==> src/rtl/pipe_pkg.sv <==
// Shared definitions for the valid/ready pipeline register with skid entry.
package pipe_pkg;

    localparam int unsigned PIPE_DATA_W = 101;
    localparam int unsigned PIPE_CTRL_W = 3;

    // Occupancy-ordered states; encoding matches the held-entry count.
    typedef enum logic [1:0] {
        EMPTY = 2'd0,
        ONE   = 2'd1,
        TWO   = 2'd2
    } pipe_state_e;

    // Number of held entries for a given state.
    function automatic logic [1:0] occupancy_of(input pipe_state_e st);
        logic [1:0] n;
        n = 2'd0;
        case (st)
            EMPTY:   n = 2'd0;
            ONE:     n = 2'd1;
            TWO:     n = 2'd2;
            default: n = 2'd0;
        endcase
        return n;
    endfunction

endpackage

==> src/rtl/pipe_entry.sv <==
// One held pipeline entry: enable-loaded register with async clear.
module pipe_entry #(
    parameter int unsigned W = 8
) (
    input  logic         clk,
    input  logic         rst,
    input  logic         en,
    input  logic [W-1:0] d,
    output logic [W-1:0] q
);

    logic [W-1:0] q_q;

    // Load on enable; reset clears contents so nothing stale survives.
    always_ff @(posedge clk or posedge rst) begin
        if (rst) begin
            q_q <= '0;
        end else if (en) begin
            q_q <= d;
        end
    end

    assign q = q_q;

endmodule

==> src/rtl/pipe_reg_skid.sv <==
// Pipeline stage register with a skid entry so in_ready depends only on state.
module pipe_reg_skid
    import pipe_pkg::*;
#(
    parameter int unsigned DATA_W = PIPE_DATA_W,
    parameter int unsigned CTRL_W = PIPE_CTRL_W
) (
    input  logic              clk,
    input  logic              rst,
    input  logic              in_valid,
    output logic              in_ready,
    input  logic [CTRL_W-1:0] in_ctrl,
    input  logic [DATA_W-1:0] in_data,
    input  logic              flush,
    output logic              out_valid,
    input  logic              out_ready,
    output logic [CTRL_W-1:0] out_ctrl,
    output logic [DATA_W-1:0] out_data,
    output logic [1:0]        occupancy
);

    localparam int unsigned ENTRY_W = CTRL_W + DATA_W;

    pipe_state_e        state_q;
    pipe_state_e        state_d;
    logic               main_en;
    logic               skid_en;
    logic               main_from_skid;
    logic               in_fire;
    logic               out_fire;
    logic [ENTRY_W-1:0] in_entry;
    logic [ENTRY_W-1:0] main_d;
    logic [ENTRY_W-1:0] main_q;
    logic [ENTRY_W-1:0] skid_q;

    // Handshake decode purely from registered state.
    assign in_ready  = (state_q != TWO);
    assign out_valid = (state_q != EMPTY);
    assign in_fire   = in_valid & in_ready;
    assign out_fire  = out_valid & out_ready;
    assign in_entry  = {in_ctrl, in_data};
    assign main_d    = main_from_skid ? skid_q : in_entry;

    // State register.
    always_ff @(posedge clk or posedge rst) begin
        if (rst) begin
            state_q <= EMPTY;
        end else begin
            state_q <= state_d;
        end
    end

    // Next state and entry load enables; flush overrides every transfer.
    always_comb begin
        state_d        = state_q;
        main_en        = 1'b0;
        skid_en        = 1'b0;
        main_from_skid = 1'b0;
        if (flush) begin
            state_d = EMPTY;
        end else begin
            case (state_q)
                EMPTY: begin
                    if (in_fire) begin
                        main_en = 1'b1;
                        state_d = ONE;
                    end
                end
                ONE: begin
                    if (in_fire && out_fire) begin
                        main_en = 1'b1;
                    end else if (in_fire) begin
                        skid_en = 1'b1;
                        state_d = TWO;
                    end else if (out_fire) begin
                        state_d = EMPTY;
                    end
                end
                TWO: begin
                    if (out_fire) begin
                        main_en        = 1'b1;
                        main_from_skid = 1'b1;
                        state_d        = ONE;
                    end
                end
                default: begin
                    state_d = EMPTY;
                end
            endcase
        end
    end

    pipe_entry #(.W(ENTRY_W)) u_main (
        .clk (clk),
        .rst (rst),
        .en  (main_en),
        .d   (main_d),
        .q   (main_q)
    );

    pipe_entry #(.W(ENTRY_W)) u_skid (
        .clk (clk),
        .rst (rst),
        .en  (skid_en),
        .d   (in_entry),
        .q   (skid_q)
    );

    // Bubbles carry zero control so they can never write architectural state.
    assign out_ctrl  = out_valid ? main_q[ENTRY_W-1:DATA_W] : '0;
    assign out_data  = main_q[DATA_W-1:0];
    assign occupancy = occupancy_of(state_q);

endmodule

==> config.mk <==
export PLATFORM = sky130hd
export DESIGN_NAME = pipe_reg_skid
export DESIGN_NICKNAME = d
export VERILOG_FILES = /design/src/rtl/pipe_pkg.sv /design/src/rtl/pipe_entry.sv /design/src/rtl/pipe_reg_skid.sv
export SDC_FILE = /design/constraint.sdc
export NUM_CORES = 1
export LEC_CHECK = 0
export ABC_AREA = 1
export ABC_CLOCK_PERIOD_IN_PS = 7350
export BUFFER_PORTS_ARGS = -buffer_cell sky130_fd_sc_hd__buf_2
export CAP_MARGIN = 5
export CORE_ASPECT_RATIO = 0.6
export CORE_MARGIN = 8
export CORE_UTILIZATION = 49
export CTS_BUF_LIST = sky130_fd_sc_hd__clkbuf_4 sky130_fd_sc_hd__clkbuf_8 sky130_fd_sc_hd__clkbuf_16
export CTS_CLUSTER_SIZE = 20
export DETAILED_ROUTE_END_ITERATION = 7
export GPL_TIMING_DRIVEN = 0
export PLACE_DENSITY = 0.85
export SLEW_MARGIN = 25
export SYNTH_ARGS = -nofsm -noshare
export SYNTH_HDL_FRONTEND = slang
export SYNTH_SLANG_ARGS = --single-unit
==> constraint.sdc <==
create_clock -name clk -period 7.35 [get_ports clk]
set_input_delay 1.47 -clock clk [delete_from_list [all_inputs] [get_ports clk]]
set_output_delay 1.47 -clock clk [all_outputs]
set_load 0.1 [all_outputs]
==> out/results.ini, run 1 <==
[power_and_ir_drop]
peakVddDrop_mv = 0.280
combinationalPowerShare_pct = 44.3
intPower_w = 0.00276
swShare_pct = 46.0
clock_power_share_pct = 21.1
finalPower_w = 0.00511
leakage_nw = 6.77
p_seq_share_pct = 34.6
p_switching_w = 0.00235
power_density_nw_per_um2 = 423

[clock_network]
hold_buffers = 0
clk_latency_ns = 0.49
ctsResizeCount = 0
cts_buffers = 21
clockBufferDepth = 3
cts_max_level = 1
cts_tree = done
cts.sinks = 210
cts-root-buf = clkbuf_16
clkTransAtPathRegs_ns = 0.07
cts_setup_buffers = 0

[timing]
period_minus_slack_ns = 3.17
slew_headroom_pct = 57.8
report.final.slew_viol_count = 0
finalHoldViolCount = 0
worstMarginPinSlew_ns = 0.630
max_freq_ghz = 0.316
finClkSkew_ns = 0.00898
setup_violations = 0
rsz0062_at_grt = false
period_share_pct = 43.1

[critical_path]
crit_required_ns = 5.88
critPathLaunchType = flip-flop
critPathKind = flip-flop to output pin
critPathArrivalTime_ns = 1.70
cp_max_fo = 5
endpoint_kind = output pin

[final_layout]
layout_commonest_cell = nand2_1
antenna_cells = 0
layout.nets = 1603
final_area_um2 = 12100
drive_gt1_share_pct = 26.6
areaGrowthSynthToFinish_pct = 21.9
layout_common_cells = 529 x nand2_1, 244 x buf_2, 210 x dfrtp_1, 113 x o21ai_0, 112 x buf_4

[floorplanning]
io_pins = 217
die_x_um = 200
core_area_um2 = 19900
die_h_um = 126
start_util_pct = 49.8
rows = 40
dieArea_um2 = 25200

[outcome]
status = finished clean

[place]
dpl_cell_area_um2 = 11400
hpwl_um = 19900
io_buffers = 216
finalWeightedCongestion = 0.841

[routing]
routed_via_density = 4.92
firstDrtPassIters = 7
final_antenna_net_count = 0
num_vias = 8749
drc = 0
drtIter0Drc = 802
wirelength_um = 27500
wl_per_cell_um = 15.5

[grt]
grt_first_pass_wirelength_um = 43900
grt_remaining_overflow = 0
antenna_found_initial = 2
grt_usage_pct = 21.2
grt_pass1_vias = 8645
grt_max_degree = 88

[worst_hold_path]
hold_path_class = flip-flop to flip-flop

[synthesis]
netlist_instances = 1253
synth_nets = 1362
synth_warnings = 0
yosysSeqAreaShare_pct = 53.0
syn_area_um2 = 9920
ys_ff_latch = 210
synth.distinct_cells = 17
avgSynthCellArea_um2 = 7.91

[run]
drv_cap = 0

[cell usage after synthesis, drive strengths merged]
cell type	number	area (µm²)
a21oi	1	5.00
clkbuf	18	67.6
o211ai	1	7.51
buf	149	1010
nand3	6	30.0
o21ai	209	1050
dfrtp	210	5260
nand2	530	1990
inv	113	424
nor2	16	75.1
[through the flow]
stage	utilization, %	setup TNS (ns)	setup WS [ns]	hold WS (ns)	cells
CTS	60.7	0	4.19	0.487	1780
finish	60.7	0	4.18	0.481	1780
global placement	56.9	-465.86	-2.23	0.465	1742
global route	60.7	0	4.14	0.492	1780
detailed placement	57.2	0	4.13	0.467	1744
floorplan	-	0	0.142	0.449	1253
[registers in the layout, indices dropped and copies added, names as in the netlist]
name	flops
u_skid.q	104
state_q	2
u_main.q	104
[critical path: stages, from the launching register on]
cell and delay [ns]:
dfrtp_1 0.45, inv_1 0.11, nor2_2 0.18, buf_2 0.46
[per-layer routing]
layer  vias up  global-route usage [%]  wire length (µm)
li1       4229                       -                 -
met1      4098                    30.4             12600
met2       378                    32.7             12100
met3        40                    4.76              2340
met4         4                    4.09               504
met5         -                       0                25
[cell type report]
type / instances / area, µm²
Multi-Input combinational cell: 763 / 3160
Clock buffer: 28 / 622
Tap cell: 273 / 342
Sequential cell: 210 / 5260
Fill cell: 1746 / 7830
Inverter: 113 / 432
Timing Repair Buffer: 218 / 1140
Buffer: 167 / 1080
Clock inverter: 8 / 68.8
[final timing paths]
path                         startpoint            to  slack, ns  cells after the start
hold reg to reg            u_main.q[22]  u_main.q[22]       0.48                      2
setup reg to reg             state_q[0]  u_main.q[82]       5.22                      7
min in group asynchronous           rst  u_main.q[60]       1.00                      2
setup / recovery             state_q[1]  occupancy[1]       4.18                      3
hold / removal             u_main.q[22]  u_main.q[22]       0.48                      2
max in group asynchronous           rst  u_skid.q[34]       5.59                      3
[power groups by stage]
stage / Combinational [W] / Sequential [W] / Clock [W]
after floorplan: 0.00193 / 0.00173 / 0
after global placement: 0.00221 / 0.00177 / 0
after detailed placement: 0.00226 / 0.00178 / 0
after CTS: 0.00228 / 0.00177 / 0.00109
after global routing: 0.00241 / 0.00181 / 0.00114
final: 0.00226 / 0.00177 / 0.00108
[logic make-up after synthesis]
| kind of cell | count (synthesis) | share of synthesized area [%] |
|---|---|---|
| buffers and inverters | 280 | 15.2 |
| flip-flops | 210 | 53.0 |
| AO/OA/AOI/OAI | 211 | 10.7 |
| AND/OR/NAND/NOR | 552 | 21.1 |
No activity file was read; power rests on OpenSTA's default activity.
==> run 2: changes to the inputs <==
Settings changed: ABC_CLOCK_PERIOD_IN_PS 7350 to 2600.
Clock period 7.35 ns to 2.6 ns, I/O delays scaled along.
==> out/results.ini, run 2 (same netlist as run 1, synthesis figures left out) <==
[final_layout]
drive_gt1_share_pct = 26.7  ; was 26.6%
areaGrowthSynthToFinish_pct = 22.8  ; was 21.9%
nFillCells = 1744  ; was 1746
final_area_um2 = 12200  ; was 12100 µm²
finalNonFillerCells = 1784  ; was 1780
layout_common_cells = 529 x nand2_1, 244 x buf_2, 210 x dfrtp_1, 113 x o21ai_0, 112 x buf_4  ; unchanged
layout_commonest_cell = nand2_1  ; unchanged
layout.nets = 1607  ; was 1603

[timing]
rsz0062_at_grt = false  ; unchanged
period_minus_slack_ns = 2.19
setup_violations = 0  ; unchanged
slew_headroom_pct = 56.6  ; was 57.8%
tns_ns = 0  ; unchanged
period_share_pct = 84.3
finalWorstSetupSlack_ns = 0.409  ; was 4.18 ns
holdWs_ns = 0.122  ; was 0.481 ns
finalHoldViolCount = 0  ; unchanged
max_freq_ghz = 0.456
worstMarginPinSlew_ns = 0.649  ; was 0.630 ns
finClkSkew_ns = 0.0134  ; was 0.00898 ns
report.final.slew_viol_count = 0  ; unchanged

[critical_path]
endpoint_kind = output pin  ; unchanged
critical_path_buf_inv_count = 2  ; unchanged
path_cells = inv_1, nor2_2, buf_2  ; unchanged
cp_max_fo = 5  ; unchanged
critPathMaxStageDelay_ns = 0.46  ; about the same
critPathKind = flip-flop to output pin  ; unchanged
crit_required_ns = 2.08  ; was 5.88 ns
critPathTopFamily = buffers and inverters  ; unchanged
critPathArrivalTime_ns = 1.67  ; was 1.70 ns
crit_slowest_cell = dfrtp_1  ; was buf_2
critPathLaunchType = flip-flop  ; unchanged

[routing]
num_vias = 8794  ; was 8749
final_antenna_net_count = 0  ; unchanged
firstDrtPassIters = 5  ; was 7
wl_per_cell_um = 15.3  ; was 15.5 µm
wirelength_um = 27300  ; was 27500 µm
routed_via_density = 4.93  ; was 4.92
drtIter0Drc = 677  ; was 802
drc = 0  ; unchanged

[clock_network]
cts_max_level = 1  ; unchanged
ctsResizeCount = 0  ; unchanged
cts.sinks = 210  ; unchanged
clkTransAtPathRegs_ns = 0.07  ; about the same
cts_setup_buffers = 0  ; unchanged
clk_latency_ns = 0.49  ; about the same
cts_buffers = 20  ; was 21
cts-root-buf = clkbuf_16  ; unchanged
hold_buffers = 0  ; unchanged
clockBufferDepth = 3  ; unchanged
cts_tree = done  ; unchanged

[floorplanning]
core_area_um2 = 19900  ; unchanged
io_pins = 217  ; unchanged
die_x_um = 200  ; unchanged
rows = 40  ; unchanged
die_h_um = 126  ; unchanged
dieArea_um2 = 25200  ; unchanged
start_util_pct = 49.8  ; unchanged

[grt]
use_met3_pct = 4.57  ; was 4.76%
grt_pass1_vias = 8703  ; was 8645
grtUsageMet1_pct = 30.8  ; was 30.4%
grt_usage_pct = 21.5  ; was 21.2%
antenna_found_initial = 3  ; was 2
grt_first_pass_wirelength_um = 44500  ; was 43900 µm
grt_max_degree = 34  ; was 88
busiest_layer = met2  ; unchanged
met2_usage_pct = 33.0  ; was 32.7%
grt_remaining_overflow = 0  ; unchanged

[run]
drv_cap = 0  ; unchanged

[place]
hpwl_um = 20200  ; was 19900 µm
finalWeightedCongestion = 0.835  ; was 0.841
dpl_cell_area_um2 = 11500  ; was 11400 µm²
placed_cells_incl_taps = 1749  ; was 1744
io_buffers = 216  ; unchanged
pre_cts_ws_ns = 0.359  ; was 4.13 ns

[outcome]
status = finished clean  ; unchanged

[power_and_ir_drop]
peakVddDrop_mv = 0.952  ; was 0.280 mV
power_density_nw_per_um2 = 1180  ; was 423 nW/µm²
leakage_nw = 6.79  ; was 6.77 nW

[worst_hold_path]
hold_path_class = input pin to asynchronous set/reset pin  ; was flip-flop to flip-flop

-- run 2: area by class of cell --
cell class | instances | area (µm²) | share of cell area, %
diodes | 2 | 5.00 | 0.0411
well taps | 273 | 342 | 2.81
flip-flops and latches | 210 | 5260 | 43.2
clock inverters | 6 | 62.6 | 0.514
plain buffers | 167 | 1080 | 8.89
clock buffers | 27 | 608 | 4.99
inverters | 113 | 428 | 3.51
repair buffers | 223 | 1240 | 10.2
multi-input cells | 763 | 3160 | 25.9
-- run 2: metrics by stage --
step                      util, %  power (W)
after floorplan                 -     0.0103
final                        61.1     0.0144
after detailed placement     57.7     0.0114
after global routing         61.1     0.0151
after CTS                    61.1     0.0145
after global placement       56.9     0.0113
-- run 2: where the power goes --
part	total [W]	switching [W]	internal (W)
combinational	0.00644	0.00490	0.00154
sequential	0.00497	0.000472	0.00449
clock	0.00297	0.00123	0.00173
-- run 2: worst paths after layout --
kind	startpoint	endpoint	slack, ns	cells past startpoint
max	state_q[1]	occupancy[1]	0.41	3
min	rst	u_skid.q[12]	0.12	2
max reg2reg	state_q[0]	u_main.q[14]	0.43	7
min reg2reg	u_main.q[25]	u_main.q[25]	0.48	2
max in group asynchronous	rst	u_skid.q[71]	1.52	5
min in group clk	in_data[34]	u_skid.q[34]	0.25	3
-- run 2: worst register-to-register path: stages (launching register included) --
cell and delay [ns]:
dfrtp_1 0.47, nor2_2 0.32, nor2_1 0.07, nor2_1 0.40
buf_2 0.39, buf_2 0.29, nand2_1 0.10, nand2_1 0.07
-- run 2: metal layers --
layer / part of all wire, % / vias up
met1: 45 / 4142
met3: 8.8 / 38
met2: 44 / 368
met5: 0.084 / -
li1: - / 4242
met4: 1.7 / 4
==> run 3: changes to the inputs <==
Settings changed: ABC_CLOCK_PERIOD_IN_PS 2600 to 1800.
Clock period 2.6 ns to 1.8 ns, I/O delays scaled along.
==> out/results.ini, run 3 (same netlist as run 1, synthesis figures left out) <==
[clock_network]
cts_buffers = 21  ; was 20
clockBufferDepth = 3  ; unchanged
clkTransAtPathRegs_ns = 0.07  ; about the same
cts_tree = done  ; unchanged
cts_max_level = 1  ; unchanged
cts-root-buf = clkbuf_16  ; unchanged
cts.sinks = 210  ; unchanged
clk_latency_ns = 0.50  ; was 0.49 ns

[place]
hpwl_um = 20100  ; was 20200 µm
io_buffers = 216  ; unchanged
finalWeightedCongestion = 0.848  ; was 0.835
pre_cts_ws_ns = -0.300  ; was 0.359 ns
dpl_cell_area_um2 = 11500  ; about the same

[final_layout]
nFillCells = 1671  ; was 1744
final_area_um2 = 12600  ; was 12200 µm²
multi_input_area_um2 = 3200  ; was 3160 µm²
layout_commonest_cell = nand2_1  ; unchanged
drive_gt1_share_pct = 29.2  ; was 26.7%
areaGrowthSynthToFinish_pct = 27.0  ; was 22.8%
layout.nets = 1619  ; was 1607
layout_common_cells = 528 x nand2_1, 219 x buf_2, 208 x dfrtp_1, 129 x buf_4, 111 x o21ai_0  ; was 529 x nand2_1, 244 x buf_2, 210 x dfrtp_1, 113 x o21ai_0, 112 x buf_4
regArea_um2 = 5260  ; about the same

[timing]
finalWorstSetupSlack_ns = -0.0295  ; was 0.409 ns
slew_headroom_pct = 65.2  ; was 56.6%
finClkSkew_ns = 0.0107  ; was 0.0134 ns
max_freq_ghz = 0.547
period_minus_slack_ns = 1.83
worstMarginPinSlew_ns = 0.526  ; was 0.649 ns
period_share_pct = 102
setup_violations = 5  ; was 0
holdWs_ns = 0.0886  ; was 0.122 ns
finalHoldViolCount = 0  ; unchanged
report.final.slew_viol_count = 0  ; unchanged
rsz0062_at_grt = true  ; was false
tns_ns = -0.0640  ; was 0 ns

[floorplanning]
dieArea_um2 = 25200  ; unchanged
io_pins = 217  ; unchanged
die_h_um = 126  ; unchanged
rows = 40  ; unchanged
core_area_um2 = 19900  ; unchanged
start_util_pct = 49.8  ; unchanged
die_x_um = 200  ; unchanged

[critical_path]
critPathLaunchType = flip-flop  ; unchanged
crit_required_ns = 1.44  ; was 2.08 ns
cp_max_fo = 5  ; unchanged
endpoint_kind = output pin  ; unchanged
critPathKind = flip-flop to output pin  ; unchanged
critPathArrivalTime_ns = 1.47  ; was 1.67 ns

[power_and_ir_drop]
power_density_nw_per_um2 = 1710  ; was 1180 nW/µm²
p_seq_share_pct = 33.4  ; was 34.6%
leakage_nw = 7.00  ; was 6.79 nW
clock_power_share_pct = 22.7  ; was 20.6%
combinationalPowerShare_pct = 43.9  ; was 44.8%
peakVddDrop_mv = 1.55  ; was 0.952 mV
finalPower_w = 0.0216  ; was 0.0144 W
swShare_pct = 45.0  ; was 45.9%
intPower_w = 0.0119  ; was 0.00777 W
p_switching_w = 0.00970  ; was 0.00660 W

[grt]
grt_max_degree = 32  ; was 34
grtUsageMet1_pct = 31.2  ; was 30.8%
grt_remaining_overflow = 0  ; unchanged
antenna_found_initial = 3  ; unchanged
met2_usage_pct = 31.2  ; was 33.0%
grt_pass1_vias = 8638  ; was 8703
grt_first_pass_wirelength_um = 43800  ; was 44500 µm
use_met3_pct = 4.23  ; was 4.57%
grt_usage_pct = 21.3  ; was 21.5%
busiest_layer = met1  ; was met2

[outcome]
status = finished with violations  ; was finished clean
failed_checks = negative setup slack

[routing]
drc = 0  ; unchanged
wirelength_um = 27700  ; was 27300 µm
num_vias = 8840  ; was 8794
drtIter0Drc = 746  ; was 677
wl_per_cell_um = 15.4  ; was 15.3 µm
firstDrtPassIters = 7  ; was 5
routed_via_density = 4.91  ; was 4.93
final_antenna_net_count = 0  ; unchanged

[worst_hold_path]
hold_path_class = input pin to flip-flop  ; was input pin to asynchronous set/reset pin

[run]
drv_cap = 0  ; unchanged

-- run 3: cell types whose count changed in the layout (fill, tap and decap cells not counted), moves of 3 or more --
cell and change:
clkbuf_8 -4, buf_1 -9, clkbuf_2 +10, buf_6 +6
clkbuf_4 +17, bufinv_16 +4, nor2_1 -4, nor2_4 +4
buf_2 -25, buf_8 +3, buf_12 +3, buf_4 +17
clkbuf_1 -9
-- run 3: final timing paths --
path | start | to | slack, ns | depth (start not counted)
max | state_q[1] | occupancy[0] | -0.03 | 3
min | in_data[16] | u_skid.q[16] | 0.09 | 3
max reg2reg | state_q[1] | u_main.q[89] | 0.08 | 9
min reg2reg | u_main.q[61] | u_main.q[61] | 0.48 | 2
max in group asynchronous | rst | u_main.q[91] | 0.57 | 6
min in group asynchronous | rst | u_skid.q[5] | 0.35 | 3
-- run 3: what timing repair did --
item / 4_1_cts / 5_1_grt
hold buffers: 1 / 0
setup endpoints to repair: 211 / 177
pin swaps: 3 / 2
buffers inserted: 6 / 3
resized for setup: 32 / 57
endpoints found under the hold margin: 7 / 0
-- run 3: cell type report --
cell class                 count  area share, %
timing repair buffer         234           11.2
clock inverter                12           1.55
sequential                   210           41.7
tap                          273           2.71
buffer                       167           9.36
clock buffer                  26           4.57
antenna                        3         0.0596
inverter                     113           3.40
multi-input combinational    763           25.4
-- run 3: routing by layer --
metal | part of all wire, % | routed length [µm]
met3 | 8.0 | 2220
met2 | 43 | 11900
met5 | 0 | 0
met4 | 2.4 | 653
met1 | 47 | 13000
-- run 3: stage by stage --
| step | instances | utilization [%] |
|---|---|---|
| 2_1_floorplan | 1253 | - |
| 3_3_place_gp | 1742 | 57.1 |
| 3_5_place_dp | 1750 | 58.0 |
| 4_1_cts | 1795 | 62.6 |
| 5_1_grt | 1801 | 63.2 |
| 6_report | 1801 | 63.2 |
-- run 3: power groups by stage --
| stage | clock network (W) | registers [W] | logic, W |
|---|---|---|---|
| floorplan | 0 | 0.00706 | 0.00789 |
| global placement | 0 | 0.00719 | 0.00908 |
| detailed placement | 0 | 0.00725 | 0.00929 |
| CTS | 0.00496 | 0.00719 | 0.00945 |
| global route | 0.00518 | 0.00735 | 0.0101 |
| finish | 0.00490 | 0.00720 | 0.00947 |
-- run 3: critical path, stage by stage, from the launching register on --
cell and delay (ns):
dfrtp_2 0.46, buf_4 0.16, nor2_4 0.15, buf_12 0.20
